### config.mk
export PLATFORM = sky130hd
export DESIGN_NAME = gf180mcu_fd_sc_mcu7t5v0__supmon
export DESIGN_NICKNAME = d
export VERILOG_FILES = /design/src/rtl/gf180mcu_fd_sc_mcu7t5v0__supmon_pkg.sv /design/src/rtl/gf180mcu_fd_sc_mcu7t5v0__supmon_sync.sv /design/src/rtl/gf180mcu_fd_sc_mcu7t5v0__supmon.sv
export SDC_FILE = /design/constraint.sdc
export NUM_CORES = 1
export LEC_CHECK = 0
export BUFFER_PORTS_ARGS = -buffer_cell sky130_fd_sc_hd__buf_4
export CORE_MARGIN = 2
export CORE_UTILIZATION = 60
export CTS_BUF_LIST = sky130_fd_sc_hd__clkbuf_4 sky130_fd_sc_hd__clkbuf_8 sky130_fd_sc_hd__clkbuf_16
export CTS_CLUSTER_DIAMETER = 120
export DETAILED_ROUTE_END_ITERATION = 7
export PLACE_DENSITY = 0.85
export SLEW_MARGIN = 0
export SYNTH_ARGS = -nofsm -noshare
export SYNTH_HDL_FRONTEND = slang
export SYNTH_SLANG_ARGS = --single-unit
### constraint.sdc
create_clock -name CLK -period 3.3 [get_ports CLK]
set_input_delay 0.165 -clock CLK [delete_from_list [all_inputs] [get_ports CLK]]
set_output_delay 0.165 -clock CLK [all_outputs]
set_load 0.05 [all_outputs]
### src/rtl/gf180mcu_fd_sc_mcu7t5v0__supmon_pkg.sv
// Shared encodings and widths for the supply-good monitor.
package gf180mcu_fd_sc_mcu7t5v0__supmon_pkg;

    // Monitor FSM state; the encoding is visible on the STATE port.
    typedef enum logic [1:0] {
        st_off   = 2'd0,
        st_qual  = 2'd1,
        st_good  = 2'd2,
        st_fault = 2'd3
    } state_t;

    // Width of the saturating dropout counter.
    localparam int gcnt_w = 8;

    // Width of the consecutive-low run counter; covers GLITCH_LIMIT up to 15.
    localparam int lc_w = 4;

endpackage

### src/rtl/gf180mcu_fd_sc_mcu7t5v0__supmon_sync.sv
// Multi-flop synchronizer that brings the asynchronous rail-ok level into the clk domain.
module gf180mcu_fd_sc_mcu7t5v0__supmon_sync #(
    parameter int SYNC_STAGES = 2
) (
    input  logic clk,
    input  logic rst,
    input  logic d,
    output logic q
);

    logic [SYNC_STAGES-1:0] chain;

    // Shift the input through the flop chain; reset clears every stage.
    always_ff @(posedge clk) begin
        if (rst) begin
            chain <= '0;
        end else begin
            chain <= {chain[SYNC_STAGES-2:0], d};
        end
    end

    assign q = chain[SYNC_STAGES-1];

endmodule

### src/rtl/gf180mcu_fd_sc_mcu7t5v0__supmon.sv
// Supply-good monitor: qualifies the rail-ok level, drives a registered power-good,
// counts tolerated dropouts and latches a sticky fault on a sustained loss.
//
// state | meaning
// ------+---------------------------------------------------------------
// OFF   | rail not seen; waiting for the synced level to go high
// QUAL  | rail high; counting STABLE_CYCLES consecutive high samples
// GOOD  | power-good asserted; short lows are counted as glitches
// FAULT | sustained loss; held until acknowledged while the rail is low
module gf180mcu_fd_sc_mcu7t5v0__supmon
    import gf180mcu_fd_sc_mcu7t5v0__supmon_pkg::*;
#(
    parameter int SYNC_STAGES   = 2,
    parameter int STABLE_CYCLES = 16,
    parameter int GLITCH_LIMIT  = 3
) (
`ifdef USE_POWER_PINS
    inout  wire               VDD,
    inout  wire               VSS,
`endif
    input  logic              CLK,
    input  logic              RST,
    input  logic              VDD_OK,
    input  logic              FAULT_ACK,
    output logic              PGOOD,
    output logic              FAULT,
    output logic [1:0]        STATE,
    output logic [gcnt_w-1:0] GLITCH_CNT
);

    // A single-cycle qualify window still needs one counter bit.
    localparam int QC_W = (STABLE_CYCLES > 1) ? $clog2(STABLE_CYCLES) : 1;

    localparam logic [QC_W-1:0] qc_last  = QC_W'(STABLE_CYCLES - 1);
    localparam logic [lc_w-1:0] lc_limit = lc_w'(GLITCH_LIMIT);

    logic              s;
    state_t            state, state_d;
    logic [QC_W-1:0]   qc, qc_d;
    logic [lc_w-1:0]   lc, lc_d, lc_inc;
    logic [gcnt_w-1:0] gcnt, gcnt_d;
    logic              pgood_q, fault_q;

    gf180mcu_fd_sc_mcu7t5v0__supmon_sync #(
        .SYNC_STAGES(SYNC_STAGES)
    ) u_sync (
        .clk(CLK),
        .rst(RST),
        .d  (VDD_OK),
        .q  (s)
    );

    assign lc_inc = lc + 1'b1;

    // Next-state and counter updates; every decision looks only at the synced level.
    always_comb begin
        state_d = state;
        qc_d    = qc;
        lc_d    = lc;
        gcnt_d  = gcnt;
        case (state)
            st_off: begin
                if (s) begin
                    state_d = st_qual;
                    qc_d    = '0;
                end
            end
            st_qual: begin
                if (!s) begin
                    state_d = st_off;
                    qc_d    = '0;
                end else if (qc == qc_last) begin
                    state_d = st_good;
                    lc_d    = '0;
                end else begin
                    qc_d = qc + 1'b1;
                end
            end
            st_good: begin
                if (!s) begin
                    if (lc_inc == lc_limit) begin
                        state_d = st_fault;
                        lc_d    = '0;
                    end else begin
                        lc_d = lc_inc;
                    end
                end else if (lc != '0) begin
                    // Rail came back before the limit: count the dropout, never wrap.
                    lc_d = '0;
                    if (gcnt != '1) begin
                        gcnt_d = gcnt + 1'b1;
                    end
                end
            end
            st_fault: begin
                // Acknowledge only takes effect once the rail is really down,
                // so a fault cannot be cleared while the comparator still says ok.
                if (FAULT_ACK && !s) begin
                    state_d = st_off;
                    gcnt_d  = '0;
                end
            end
            default: begin
                state_d = st_off;
            end
        endcase
    end

    // State, counters and outputs all update on the same edge.
    always_ff @(posedge CLK) begin
        if (RST) begin
            state   <= st_off;
            qc      <= '0;
            lc      <= '0;
            gcnt    <= '0;
            pgood_q <= 1'b0;
            fault_q <= 1'b0;
        end else begin
            state   <= state_d;
            qc      <= qc_d;
            lc      <= lc_d;
            gcnt    <= gcnt_d;
            pgood_q <= (state_d == st_good);
            fault_q <= (state_d == st_fault);
        end
    end

    assign PGOOD      = pgood_q;
    assign FAULT      = fault_q;
    assign STATE      = state;
    assign GLITCH_CNT = gcnt;

endmodule

======== Yosys cells after proc, flatten, opt, wreduce, memory -nomap -nowiden ========
Cells that the tools add are included.
operators by class
  add/subtract/negate cells ............... 3
  equality and inequality tests ........... 17
  reductions and logical operators ........ 10
  mux-type cells .......................... 22
operators with widths
  kind                                                  number
  two-way mux 4 bit                                     8
  two-way mux 8 bit                                     4
  one-hot mux 4 bit (2 select lines)                    2
  one-hot mux 8 bit (2 select lines)                    1
  two-way mux 2 bit                                     6
  adder 4 x 1 -> 4 bit (second input constant)          2
  adder 8 x 1 -> 8 bit (second input constant)          1
  equality test 2 bit (second input constant)           4
  != test 2 bit (second input constant)                 4
  != test 8 bit (second input constant)                 1
  one-hot mux 2 bit (4 select lines)                    1
  != test 2 x 1 -> 1 bit (second input constant)        3
  != test 3 bit (second input constant)                 2
  nonzero test 2 bit                                    3
  AND reduction 5 bit                                   1
  equality test 4 x 2 -> 1 bit (second input constant)  1
  equality test 4 bit (second input constant)           1
  AND reduction 4 bit                                   1
  nonzero test 4 bit                                    1
  AND reduction 3 bit                                   1
  equality test 2 x 1 -> 1 bit (second input constant)  1
  zero test 2 bit                                       1
  logical AND 1 bit                                     1
  zero test 1 bit                                       1
storage, ports and cells
  input bits .............................. 4
  bits in registers ....................... 22
  word-level logic and storage cells ...... 59
  output and inout port bits .............. 12

======== Longest topological paths before layout ========
  depth after elaboration ................. 6
  depth in mapped cells ................... 7
  mapped depth without buffers ............ 6

======== By module ========
Synthesis repeated with hierarchy kept, for this count alone.
second synthesis, totals
  cell total of the unflattened synthesis .. 133
  area total of the unflattened synthesis .. 1152.4 um^2
by module, submodules not included
  module                                area each (um^2)  cells an instance  instances  seq. area each (um^2)
  gf180mcu_fd_sc_mcu7t5v0__supmon       1099.8            129                1          400.4
  gf180mcu_fd_sc_mcu7t5v0__supmon_sync  52.6              4                  1          40.0

======== Worst setup path before layout ========
OpenSTA, ideal clock, no wires.
  path kind ............................... reg2reg
  start point ............................. register state[0] (netlist: STATE[0])
  end point ............................... register gcnt[4] (netlist: GLITCH_CNT[4])
  arrival ................................. 1793 ps
  period minus slack after synthesis ...... 1853 ps
  required time ........................... 3239 ps
  library setup time ...................... 61 ps
  stages on the path, launching flop included .. 7
  slack ................................... 1447 ps
  buffers on the path ..................... 2
  path through ............................ dfxtp_1 and4b_1 buf_4 a21oi_2 buf_6 or4b_1 nand2_1
between the ends
  longest elaborated chain between the ends .. 3
  elaborated cells on any way between the ends .. 9
  classes of those cells .................. eq/ne (6); mux (1); reduce/logical (2)
ends and longest elaborated chain
  element                                                         line                                    text
  start: declaration                                              gf180mcu_fd_sc_mcu7t5v0__supmon.sv:38   state_t state, state_d;
  start signal: assignment                                        gf180mcu_fd_sc_mcu7t5v0__supmon.sv:112  state <= st_off;
  start signal: assignment                                        gf180mcu_fd_sc_mcu7t5v0__supmon.sv:119  state <= state_d;
  equality test 2 bit                                             gf180mcu_fd_sc_mcu7t5v0__supmon.sv:61   case (state)
  != test 2 x 1 -> 1 bit (no line), or another cell as far along  n/a
  AND reduction 5 bit (no line)                                   n/a
  end signal: assignment                                          gf180mcu_fd_sc_mcu7t5v0__supmon.sv:122  gcnt <= gcnt_d;
  end: declaration                                                gf180mcu_fd_sc_mcu7t5v0__supmon.sv:41   logic [gcnt_w-1:0] gcnt, gcnt_d;
Several ways; a longest one is shown, not always the timed one.
A chain may end at the register's enable or synchronous reset.

======== Final worst setup path ========
Ends and elaborated chain as after synthesis.

==> impl_metrics.py <==
metrics = {
    "clock_tree": {
        "cts_tree": "built",
        "clkTransAtPathRegs_ps": 120,
        "postCtsSetupBuffers": 0,
        "ctsHoldBuffers": 0,
        "cts_root_buf": "clkbuf_4",
        "cts.sinks": 22,
        "cts_buffers": 3,
        "cts_repair_resize_count": 0,
        "cts_htree_levels": 1,
        "cts_buffer_depth": 2,
        "clk_latency_ps": 310,
    },
    "die": {
        "core_mm2": 0.001962,
        "die-area_mm2": 0.002467,
        "fp.dieH_um": 49.67,
        "pin_count": 16,
        "initial_core_util_pct": 63.78,
        "fp-row-count": 16,
        "die_x_um": 49.67,
    },
    "synthesis": {
        "ys_seq_area_share_pct": 35.20,
        "synth_compound_area_share_pct": 23.20,
        "synthMuxAreaShare_pct": 2.400,
        "yosys.area_share.adder_pct": 5.000,
        "synth_edf_count": 0,
        "synth-main-ff-cell": "dfxtp_1",
        "postSynthCellCount": 143,
        "yosysMostFrequentCell": "dfxtp_1",
        "syn_area_per_cell_um2": 8.750,
        "netlist_top_cells_area": "dfxtp_1 (35%), ha_1 (5.0%), nor2_1 (3.3%)",
        "synth_xor_area_share_pct": 2.100,
        "synth_common_cells": "dfxtp_1 (22), nor2_1 (11), nand2_1 (7), nand3_1 (7), o21ai_0 (6)",
        "yosys.area_share.simple_pct": 28.00,
        "ys_seq_elements": 22,
        "netlist_area_mm2": 0.001251,
        "yosysUniqueCellTypes": 51,
        "yosys_warnings": 0,
        "synth_top_cell_by_area": "dfxtp_1",
        "synth_nets": 152,
        "netlist.area_leader.share_pct": 35.20,
        "synth_top_family_by_area": "simple AND/OR/NAND/NOR gates",
        "synthArstFlopShare_pct": 0,
    },
    "detailed_routing": {
        "vias_per_cell": 6.044,
        "ant_nets": 0,
        "routed_wl_um": 2361,
        "num_vias": 1106,
        "drc": 0,
        "firstDrtPassIters": 4,
        "wire_per_inst_um": 12.90,
        "drt_iter0_markers": 23,
    },
    "global_routing": {
        "grt_max_degree": 18,
        "grt_pass1_vias": 983,
        "antenna_found_initial": 0,
        "grt_pass1_wl_um": 4305,
        "grt_overflow_total": 0,
        "grt_use_total_pct": 22.26,
    },
    "critical_path": {
        "worstPathMaxFanout": 17,
        "reg2reg_slack_ps": 1440,
        "path_cells": "and4b_1 > a21oi_2 > or4b_1 > nand2_1",
        "worstRegToRegCells": 4,
        "worstPathRequired_ps": 3560,
        "worst_ep_arrival_time_ps": 2120,
        "cp-start-kind": "register",
        "critPathKind": "register to register",
        "cp-end-kind": "register",
        "slowest_delay_ps": 650,
        "r2r-start": "STATE[0]$_SDFF_PP0_",
        "reg2reg_to": "GLITCH_CNT[4]$_SDFFE_PP0P_",
        "slowest_stage": "dfxtp_1",
    },
    "worst_hold_path": {
        "whs_path_depth": 2,
        "min_from": "VDD_OK",
        "whs_endpoint": "u_sync.chain[0]$_SDFF_PP0_",
        "hold_path_class": "primary input to register",
    },
    "power": {
        "leakage_uw": 0.0005740,
        "power_frac_comb_pct": 5.1,
        "power_density_mw_per_mm2": 315.1,
        "vdd_drop_max_mv": 0.2556,
        "swShare_pct": 21.50,
        "seqPwrFrac_pct": 61.8,
        "netSwitchingPower_uw": 94.71,
        "clockPowerShare_pct": 33.1,
        "power.internal_uw": 345.7,
        "power_uw": 440.4,
    },
    "cells_and_area": {
        "drive_gt1_share_pct": 14.74,
        "fin_area_mm2": 0.001398,
        "n_antenna_cell": 0,
        "syn2layout_area_growth_pct": 11.70,
        "finalNetCount": 166,
        "final_util_pct": 71.24,
        "n_fill_cell": 163,
    },
    "place": {
        "port-buffer-count": 15,
        "dpl-instance-area_mm2": 0.001361,
        "hpwl_um": 1759,
        "place_congestion": 0.8591,
    },
    "sta": {
        "period_needed_ps": 1861,
        "slew_viol_final": 0,
        "rsz0062_at_grt": "false",
        "setup_tns_ps": 0,
        "slew_headroom_pct": 65.10,
        "fin_skew_ps": 6.787,
        "tightest_slew_ps": 521.8,
        "post-route-period-util_pct": 56.38,
        "hold_viol": 0,
        "fmax_ghz": 0.5375,
        "fin_hold_ws_ps": 65.89,
        "setup_viol": 0,
    },
    "outcome": {
        "outcome": "complete, no violations",
    },
    "job": {
        "max_cap_viol_count": 0,
    },
}
## cells in the final DEF, fill, tap and decap left out, types with 2 or more instances in the layout
cell type and n:
mux2i_1 3, xor2_1 2, or3b_1 2, dfxtp_1 22
a21oi_1 3, nor2_1 11, a21boi_0 2, a21boi_1 3
o211ai_1 5, nand2b_1 2, o32ai_1 2, nand3_1 7
or4b_1 2, or3_1 4, and3_1 2, a21o_1 4
and2_1 2, nand4_1 4, buf_4 15, o21ai_0 6
nand2_1 7, a31oi_1 3, clkbuf_4 3, inv_1 4
nor3_1 4, ha_1 5, and4_1 2, nor2b_1 3
## area by class of cell
class,instances,area (µm²),area share (%)
clock buffers,4,36.28,2.596
inverters,4,15.01,1.074
multi-input cells,111,759.5,54.34
flip-flops and latches,22,440.4,31.51
well taps,27,33.78,2.417
repair buffers,15,112.6,8.057
## worst max-delay path: cells and delay by family, from the launching register on
family,cells,cell delay (ps)
flip-flops,1,650
AO/OA/AOI/OAI,1,130
AND/OR/NAND/NOR,3,1030
## routing by layer
| metal | routed length (µm) | GRT usage [%] | share of wire, % | up-vias |
|---|---|---|---|---|
| li1 | - | - | - | 573 |
| met1 | 1152 | 30.10 | 49 | 508 |
| met2 | 1094 | 35.33 | 46 | 20 |
| met3 | 72 | 3.636 | 3.0 | 5 |
| met4 | 42 | 8.796 | 1.8 | 0 |
| met5 | 0 | 0 | 0 | - |
## registers in the layout, indices dropped and copies added (netlist names)
| signal | flops |
|---|---|
| qc | 4 |
| lc | 4 |
| PGOOD | 1 |
| STATE | 2 |
| GLITCH_CNT | 8 |
| u_sync.chain | 2 |
| FAULT | 1 |
## power by group through the flow
stage	sequential, µW	clock [µW]	combinational, µW
final	272	146	22.4
after global routing	273	160	25.3
after CTS	272	151	22.4
after detailed placement	278	0	22.4
after global placement	278	0	21.4
after floorplan	277	0	16.2
## cells by family (layout without fill, tap and decap cells)
family / count (synthesis) / count (layout)
and+or+nand+nor: 60 / 60
AOI/OAI and AO/OA: 40 / 40
DFF: 22 / 22
buffers and inverters: 10 / 23
adders and majority gates: 5 / 5
xor gates and xnor gates: 3 / 3
muxes: 3 / 3
## per-stage QoR
| step | std cells | worst slack, ps |
|---|---|---|
| 2_1_floorplan | 143 | 1447 |
| 3_3_place_gp | 179 | 1578 |
| 3_5_place_dp | 179 | 1478 |
| 4_1_cts | 183 | 1445 |
| 5_1_grt | 183 | 1218 |
| 6_report | 183 | 1439 |
## how the worst max path moves through the flow
stage	from	end
after floorplan	STATE[0]$_SDFF_PP0_	GLITCH_CNT[4]$_SDFFE_PP0P_
after global placement	STATE[0]$_SDFF_PP0_	GLITCH_CNT[4]$_SDFFE_PP0P_
after detailed placement	STATE[0]$_SDFF_PP0_	GLITCH_CNT[4]$_SDFFE_PP0P_
after CTS	STATE[0]$_SDFF_PP0_	GLITCH_CNT[4]$_SDFFE_PP0P_
after global routing	lc[0]$_SDFFE_PP0P_	GLITCH_CNT[1]$_SDFFE_PP0P_
final	STATE[0]$_SDFF_PP0_	GLITCH_CNT[4]$_SDFFE_PP0P_
Note: power is estimated with default switching activity, not from simulation.
